[src/rtl/mf_cen_bank.sv]
// Multi-channel fractional clock-enable generator: per-channel phase accumulators
// with atomic shadow->active apply and a settle/lock FSM gating the enable outputs.
module mf_cen_bank #(
    parameter int unsigned NUM_CH      = 4,
    parameter int unsigned ACC_W       = 24,
    parameter int unsigned LOCK_CYCLES = 16,
    parameter int unsigned CH_W        = (NUM_CH > 1) ? $clog2(NUM_CH) : 1
) (
    input  logic              refclk,
    input  logic              rst,
    input  logic              cfg_we,
    input  logic [CH_W-1:0]   cfg_ch,
    input  logic [ACC_W-1:0]  cfg_inc,
    input  logic [ACC_W-1:0]  cfg_phase,
    input  logic              cfg_apply,
    output logic [NUM_CH-1:0] cen,
    output logic              locked
);

    localparam int unsigned CNT_W = $clog2(LOCK_CYCLES + 1);

    typedef enum logic {
        SETTLE,
        LOCKED
    } state_t;

    state_t             state_q;
    logic [CNT_W-1:0]   cnt_q;
    logic               locked_q;
    logic [NUM_CH-1:0]  cen_q, cen_d;

    logic [ACC_W-1:0]   inc_sh_q [NUM_CH];
    logic [ACC_W-1:0]   inc_sh_d [NUM_CH];
    logic [ACC_W-1:0]   ph_sh_q  [NUM_CH];
    logic [ACC_W-1:0]   ph_sh_d  [NUM_CH];
    logic [ACC_W-1:0]   inc_q    [NUM_CH];
    logic [ACC_W-1:0]   inc_d    [NUM_CH];
    logic [ACC_W-1:0]   acc_q    [NUM_CH];
    logic [ACC_W-1:0]   acc_d    [NUM_CH];
    logic [ACC_W:0]     sum      [NUM_CH];

    // Apply reads the pre-edge shadows, so a same-cycle write only affects the next apply.
    always_comb begin
        cen_d = '0;
        for (int unsigned i = 0; i < NUM_CH; i++) begin
            sum[i]      = {1'b0, acc_q[i]} + {1'b0, inc_q[i]};
            inc_sh_d[i] = inc_sh_q[i];
            ph_sh_d[i]  = ph_sh_q[i];
            if (cfg_we && (cfg_ch == CH_W'(i))) begin
                inc_sh_d[i] = cfg_inc;
                ph_sh_d[i]  = cfg_phase;
            end
            if (cfg_apply) begin
                inc_d[i]  = inc_sh_q[i];
                acc_d[i]  = ph_sh_q[i];
                cen_d[i]  = 1'b0;
            end else begin
                inc_d[i]  = inc_q[i];
                acc_d[i]  = sum[i][ACC_W-1:0];
                cen_d[i]  = sum[i][ACC_W] & locked_q;
            end
        end
    end

    always_ff @(posedge refclk) begin
        if (rst) begin
            cen_q <= '0;
            for (int unsigned i = 0; i < NUM_CH; i++) begin
                inc_sh_q[i] <= '0;
                ph_sh_q[i]  <= '0;
                inc_q[i]    <= '0;
                acc_q[i]    <= '0;
            end
        end else begin
            cen_q <= cen_d;
            for (int unsigned i = 0; i < NUM_CH; i++) begin
                inc_sh_q[i] <= inc_sh_d[i];
                ph_sh_q[i]  <= ph_sh_d[i];
                inc_q[i]    <= inc_d[i];
                acc_q[i]    <= acc_d[i];
            end
        end
    end

    // Accumulators keep running while settling; only the enables are held off.
    always_ff @(posedge refclk) begin
        if (rst || cfg_apply) begin
            state_q  <= SETTLE;
            cnt_q    <= '0;
            locked_q <= 1'b0;
        end else begin
            case (state_q)
                SETTLE: begin
                    if (cnt_q == CNT_W'(LOCK_CYCLES - 1)) begin
                        state_q  <= LOCKED;
                        locked_q <= 1'b1;
                    end else begin
                        cnt_q <= cnt_q + CNT_W'(1);
                    end
                end
                LOCKED: begin
                    locked_q <= 1'b1;
                end
            endcase
        end
    end

    assign cen    = cen_q;
    assign locked = locked_q;

endmodule

[config.mk]
export PLATFORM = sky130hd
export DESIGN_NAME = mf_cen_bank
export DESIGN_NICKNAME = d
export VERILOG_FILES = /design/src/rtl/mf_cen_bank.sv
export SDC_FILE = /design/constraint.sdc
export NUM_CORES = 1
export LEC_CHECK = 0
export ABC_CLOCK_PERIOD_IN_PS = 2700
export CORE_MARGIN = 2
export CORE_UTILIZATION = 62
export CTS_BUF_LIST = sky130_fd_sc_hd__clkbuf_16
export DETAILED_ROUTE_END_ITERATION = 8
export PLACE_DENSITY = 0.83
export SLEW_MARGIN = 20
export SYNTH_ARGS = -nofsm -noshare
export SYNTH_HDL_FRONTEND = slang
export SYNTH_SLANG_ARGS = --single-unit
[constraint.sdc]
create_clock -name refclk -period 2.7 [get_ports refclk]
set_input_delay 0.405 -clock refclk [delete_from_list [all_inputs] [get_ports refclk]]
set_output_delay 0.405 -clock refclk [all_outputs]
set_load 0.02 [all_outputs]
; ---- Word-level counts from Yosys, hierarchy flattened
; Memories as Yosys holds them, arrays and structs flattened.
; Index checks and enable logic that the tools add are counted.
[word_totals]
output_inout_bits = 5
n_memories = 4
ramBits = 384
ff_bits = 11
in_bits = 54
[memory_table]
columns = name, words, word_bits, read_ports, rd_ports_with_merged_regs, write_ports, line
row1 = acc_q, 4, 24, 4, 0, 4, 38  ; logic [ACC_W-1:0] acc_q [NUM_CH];
row2 = inc_q, 4, 24, 4, 0, 4, 36  ; logic [ACC_W-1:0] inc_q [NUM_CH];
row3 = inc_sh_q, 4, 24, 4, 0, 4, 32  ; logic [ACC_W-1:0] inc_sh_q [NUM_CH];
row4 = ph_sh_q, 4, 24, 4, 0, 4, 34  ; logic [ACC_W-1:0] ph_sh_q [NUM_CH];
[classes]
eq_ne = 5
add_sub_neg = 5
bitwise = 22
n_reduce_logical = 8
mux = 39
[op_table]
columns = op, n
row1 = $mux 24, 32
row2 = $add 24x24->25, 4
row3 = $or 1x1->1, 16
row4 = $mux 1, 6
row5 = $add 5x1->5 const B, 1
row6 = $eq 5x4->1 const B, 1
row7 = $and 1x1->1, 4
row8 = $eq 2x2->1 const B, 2
row9 = $logic_and 1x1->1, 4
row10 = $eq 2x1->1 const B, 1
row11 = $logic_not 2->1, 1
row12 = $ne 2x2->1 const B, 1
row13 = $not 1->1, 2
row14 = $pmux 1 s2, 1
row15 = $reduce_and 2->1, 1
row16 = $reduce_or 2->1, 1
row17 = $logic_or 1x1->1, 1

; ---- Longest topological paths before layout
[logic_depth]
depth_word = 4
depth_mapped = 10
ltp_nobuf = 10

; ---- Least setup slack after synthesis
; OpenSTA, ideal clock, no wires.
[synth_path]
path_kind = reg-to-reg
startpoint = memory inc_q[1][0]
endpoint = memory acc_q[1][14]
setup_slack_ps = 314
path_stages_with_launch = 11
required_time_ps = 2621
path_buffers = 0
arrival_time_ps = 2306
period_less_slack_ps = 2386
cell_sequence = dfxtp_1 -> ha_1 -> inv_1 -> fa_1 -> nor2b_1 -> o2111a_1 -> and4bb_4 -> o311ai_4 -> o21ai_1 -> xor2_1 -> a211oi_2
[synth_rtl]
columns = item, line
row1 = from (decl), 36
row2 = to (decl), 38

==> metrics.txt <==
endpoints failing setup 0; mux contribution to synthesized area 0.0570; RR Endpoint acc_q[3][20]$_SDFF_PP0_; PnR worst setup slack about 0.043 ns; Compound-Gate Fraction of Synth Area 0.190; CP max FO 3; post-layout util 0.705; share of layout cells above drive strength 1 0.0658; Seq/Total Area, Yosys 0.429; post-synthesis cell type count between 80 and 90; EDFF count, synth 0; synthesis-to-layout area growth 12.7%; hold path startpoint rst; CTS sink cnt 395; PD cells 605 nW/um^2; post-route antenna net violation count 0; 1st-iter DRT viols approximately 1600; Startpoint Class register; Netlist Area Pre-Place ~18000 sq um; Worst Setup SP inc_q[3][0]$_SDFFE_PP0P_; setup TNS 0 ns; largest net degree at the start of global routing about 180; initial antenna violation count 1; Sequential cell area slightly below 8000 sq um; total die area slightly above 30000 sq um; Psw 0.00294 W; Site Rows 63; Die Y 176 um; vias in the first global route about 15000; Hold Path Sink inc_q[3][11]$_SDFFE_PP0P_; Comb power frac 0.072; worst slack at placement -0.0107 ns; dpl hpwl roughly 34000 um; Synth Area in Simple Gates 0.195; FMAX around 0.38 GHz; status finished, final reports clean; worst r2r src inc_q[3][0]$_SDFFE_PP0P_; Crit path required time 3.11 ns; multi-input gate area in the final layout 10000 sq um; core area approximately 30000 sq um; adder-cell share of the synthesized area 0.0709; CTS tree yes; DR vias about 16000; switch share 0.234; Ys Warns 0; crit-path cells ha_2, inv_1, fa_1, and2b_1, o21bai_2, a211o_1, o311a_1, a31oi_2, xnor2_1, o21ai_1; Placer Congestion between 0.9 and 1; syn_area_per_cell a little over 8 sq um; Worst R2R Setup Slack roughly 0.043 ns; R2R depth 10; crit path DAT around 3 ns; Die W about 180 um; ant diodes 0; Synth Area in XOR/XNOR 0.0257; Setup Skew roughly 0.014 ns; fin crit share 0.984; Worst IR Drop VDD about 540 uV; vias per cell around 6; Seq pwr share 0.482; Initial Util 0.625; Hold WS 0.223 ns; relative slew slack 0.340; drt pass-1 iters 5; crit path capture type register; Post-synth ARST share 0; wire per inst between 15 and 20 um; grt total ovfl 0; PortBufs 58; CTS Root Cell clkbuf_16; Period minus WS final 2.66 ns; MaxCap Viol Count 0; Hold WC Path Type in2reg; Final Hold Vio Count 0; post-route DRC violation count 0; most common cell after layout, fill and taps aside nand2_1; ys flop type dfxtp_1; leakage around 8.5 nW; Final Max Tran Viols 0; Int Power 0.00963 W; largest family of logic cells by synthesized area simple AND/OR/NAND/NOR gates; Synth Net Count 2394; CP max-delay cell a211o_1; CP Class reg2reg; clk_lat worst skew 0.52 ns; nets@finish 2405; Inserted Clock Buffers 40; Reg clk slew, reported paths 0.06 ns; Ports between 50 and 60; fill cell count about 2300; GRT Resource Usage Total 0.312; most frequent cells in the layout nand2_1, dfxtp_1, a21oi_1; Worst Hold Depth 2; Worst path max stage delay about 0.39 ns; Gate Count Post-Synth around 2200; htree depth 2; Routed WL approximately 49000 um; flops & latches, synth roughly 400; first-pass GRT wire length a little under 80000 um; Clock Power Share 0.446; CTS max path bufs 3; Worst-Margin Slew ~0.99 ns
[worst max-delay path by stage]
stage / endpoint / slack, ns / depth (start not counted)
2_1_floorplan: acc_q[1][14]$_SDFF_PP0_ / 0.31 / 10
3_3_place_gp: acc_q[0][22]$_SDFF_PP0_ / 0.08 / 10
3_5_place_dp: acc_q[0][22]$_SDFF_PP0_ / -0.01 / 10
4_1_cts: acc_q[1][20]$_SDFF_PP0_ / 0.02 / 10
5_1_grt: acc_q[0][20]$_SDFF_PP0_ / -0.03 / 11
6_report: acc_q[3][20]$_SDFF_PP0_ / 0.04 / 10
[area by class of cell]
class / instances / share of cell area
sequential: 395 / 0.381
inverter: 35 / 0.00632
clock buffer: 41 / 0.0494
multi-input combinational: 1687 / 0.482
timing repair buffer: 90 / 0.0442
clock inverter: 30 / 0.0143
tap: 390 / 0.0235
[worst max-delay path, delay by kind of cell, from the launching register on]
kind                       cells  cell delay, ns
xor gates and xnor gates       1            0.15
DFF                            1            0.33
buffers and inverters          1            0.05
adders and majority gates      2            0.56
AOI/OAI and AO/OA              5            1.19
and+or+nand+nor                1            0.26
[per-layer routing]
layer | vias to the layer above | part of all wire | wire length (um) | track usage
met5 | - | 0 | 0 | 0
met4 | 0 | 0.033 | 1620 | 0.110
met3 | 115 | 0.085 | 4160 | 0.0452
met2 | 604 | 0.47 | 23000 | 0.520
met1 | 7585 | 0.41 | 20300 | 0.413
li1 | 7732 | - | - | -
[kinds of logic after synthesis]
group           Yosys count
flops                   395
buf+inv                 156
xor+xnor                 54
simple gates            859
mux                     105
compound gates          567
fa+ha+maj               102
[metrics by stage]
stage | cells | instance area (sq um) | total power [W]
detailed placement | 2595 | 19400 | 0.00707
global route | 2668 | 20800 | 0.0130
CTS | 2666 | 20700 | 0.0126
global placement | 2595 | 19400 | 0.00704
floorplan | 2238 | 18400 | 0.00671
finish | 2668 | 20800 | 0.0126
[synthesized netlist by cell type, types with 5 or more instances]
cell type / n / area share
a21oi_1: 303 / 0.082
xor2_1: 23 / 0.011
xnor2_1: 31 / 0.015
mux2i_1: 105 / 0.057
nor3_1: 18 / 0.0049
a211o_1: 6 / 0.0029
nand4_1: 8 / 0.0027
nor2b_1: 13 / 0.0044
a211oi_1: 20 / 0.0081
o21ai_1: 7 / 0.0019
a221o_1: 5 / 0.0027
nand2_1: 525 / 0.11
a21o_1: 41 / 0.017
buf_1: 13 / 0.0026
clkbuf_1: 95 / 0.019
o211ai_1: 9 / 0.0037
o31ai_1: 8 / 0.0033
ha_1: 98 / 0.067
and2_1: 5 / 0.0017
nand2b_1: 14 / 0.0048
buf_2: 11 / 0.0030
o21ai_0: 76 / 0.021
a31oi_1: 9 / 0.0031
o21bai_1: 12 / 0.0049
and3_1: 11 / 0.0037
nand3_1: 30 / 0.0081
o2111a_1: 5 / 0.0031
nor2_1: 193 / 0.039
or3_1: 13 / 0.0044
o21a_1: 11 / 0.0045
inv_1: 34 / 0.0069
dfxtp_1: 395 / 0.43
[registers in the layout (all words and copies together) (netlist names)]
signal and count:
cen 4, acc_q 96, state_q 1, inc_q 96, inc_sh_q 96, cnt_q 5
ph_sh_q 96, locked 1
[timing repair]
action / in CTS / in global routing
setup endpoints to repair: 1 / 15
setup buffers: 0 / 2
pin swaps: 0 / 8
hold buffers: 0 / 0
gates resized for setup: 1 / 13
[power by group through the flow]
stage	clock [W]	sequential, W	combinational (W)
6_report	0.00561	0.00606	0.000902
5_1_grt	0.00591	0.00607	0.000973
4_1_cts	0.00565	0.00606	0.000882
3_5_place_dp	0	0.00619	0.000876
3_3_place_gp	0	0.00618	0.000855
2_1_floorplan	0	0.00616	0.000552
(Power assumes the default switching activity.)
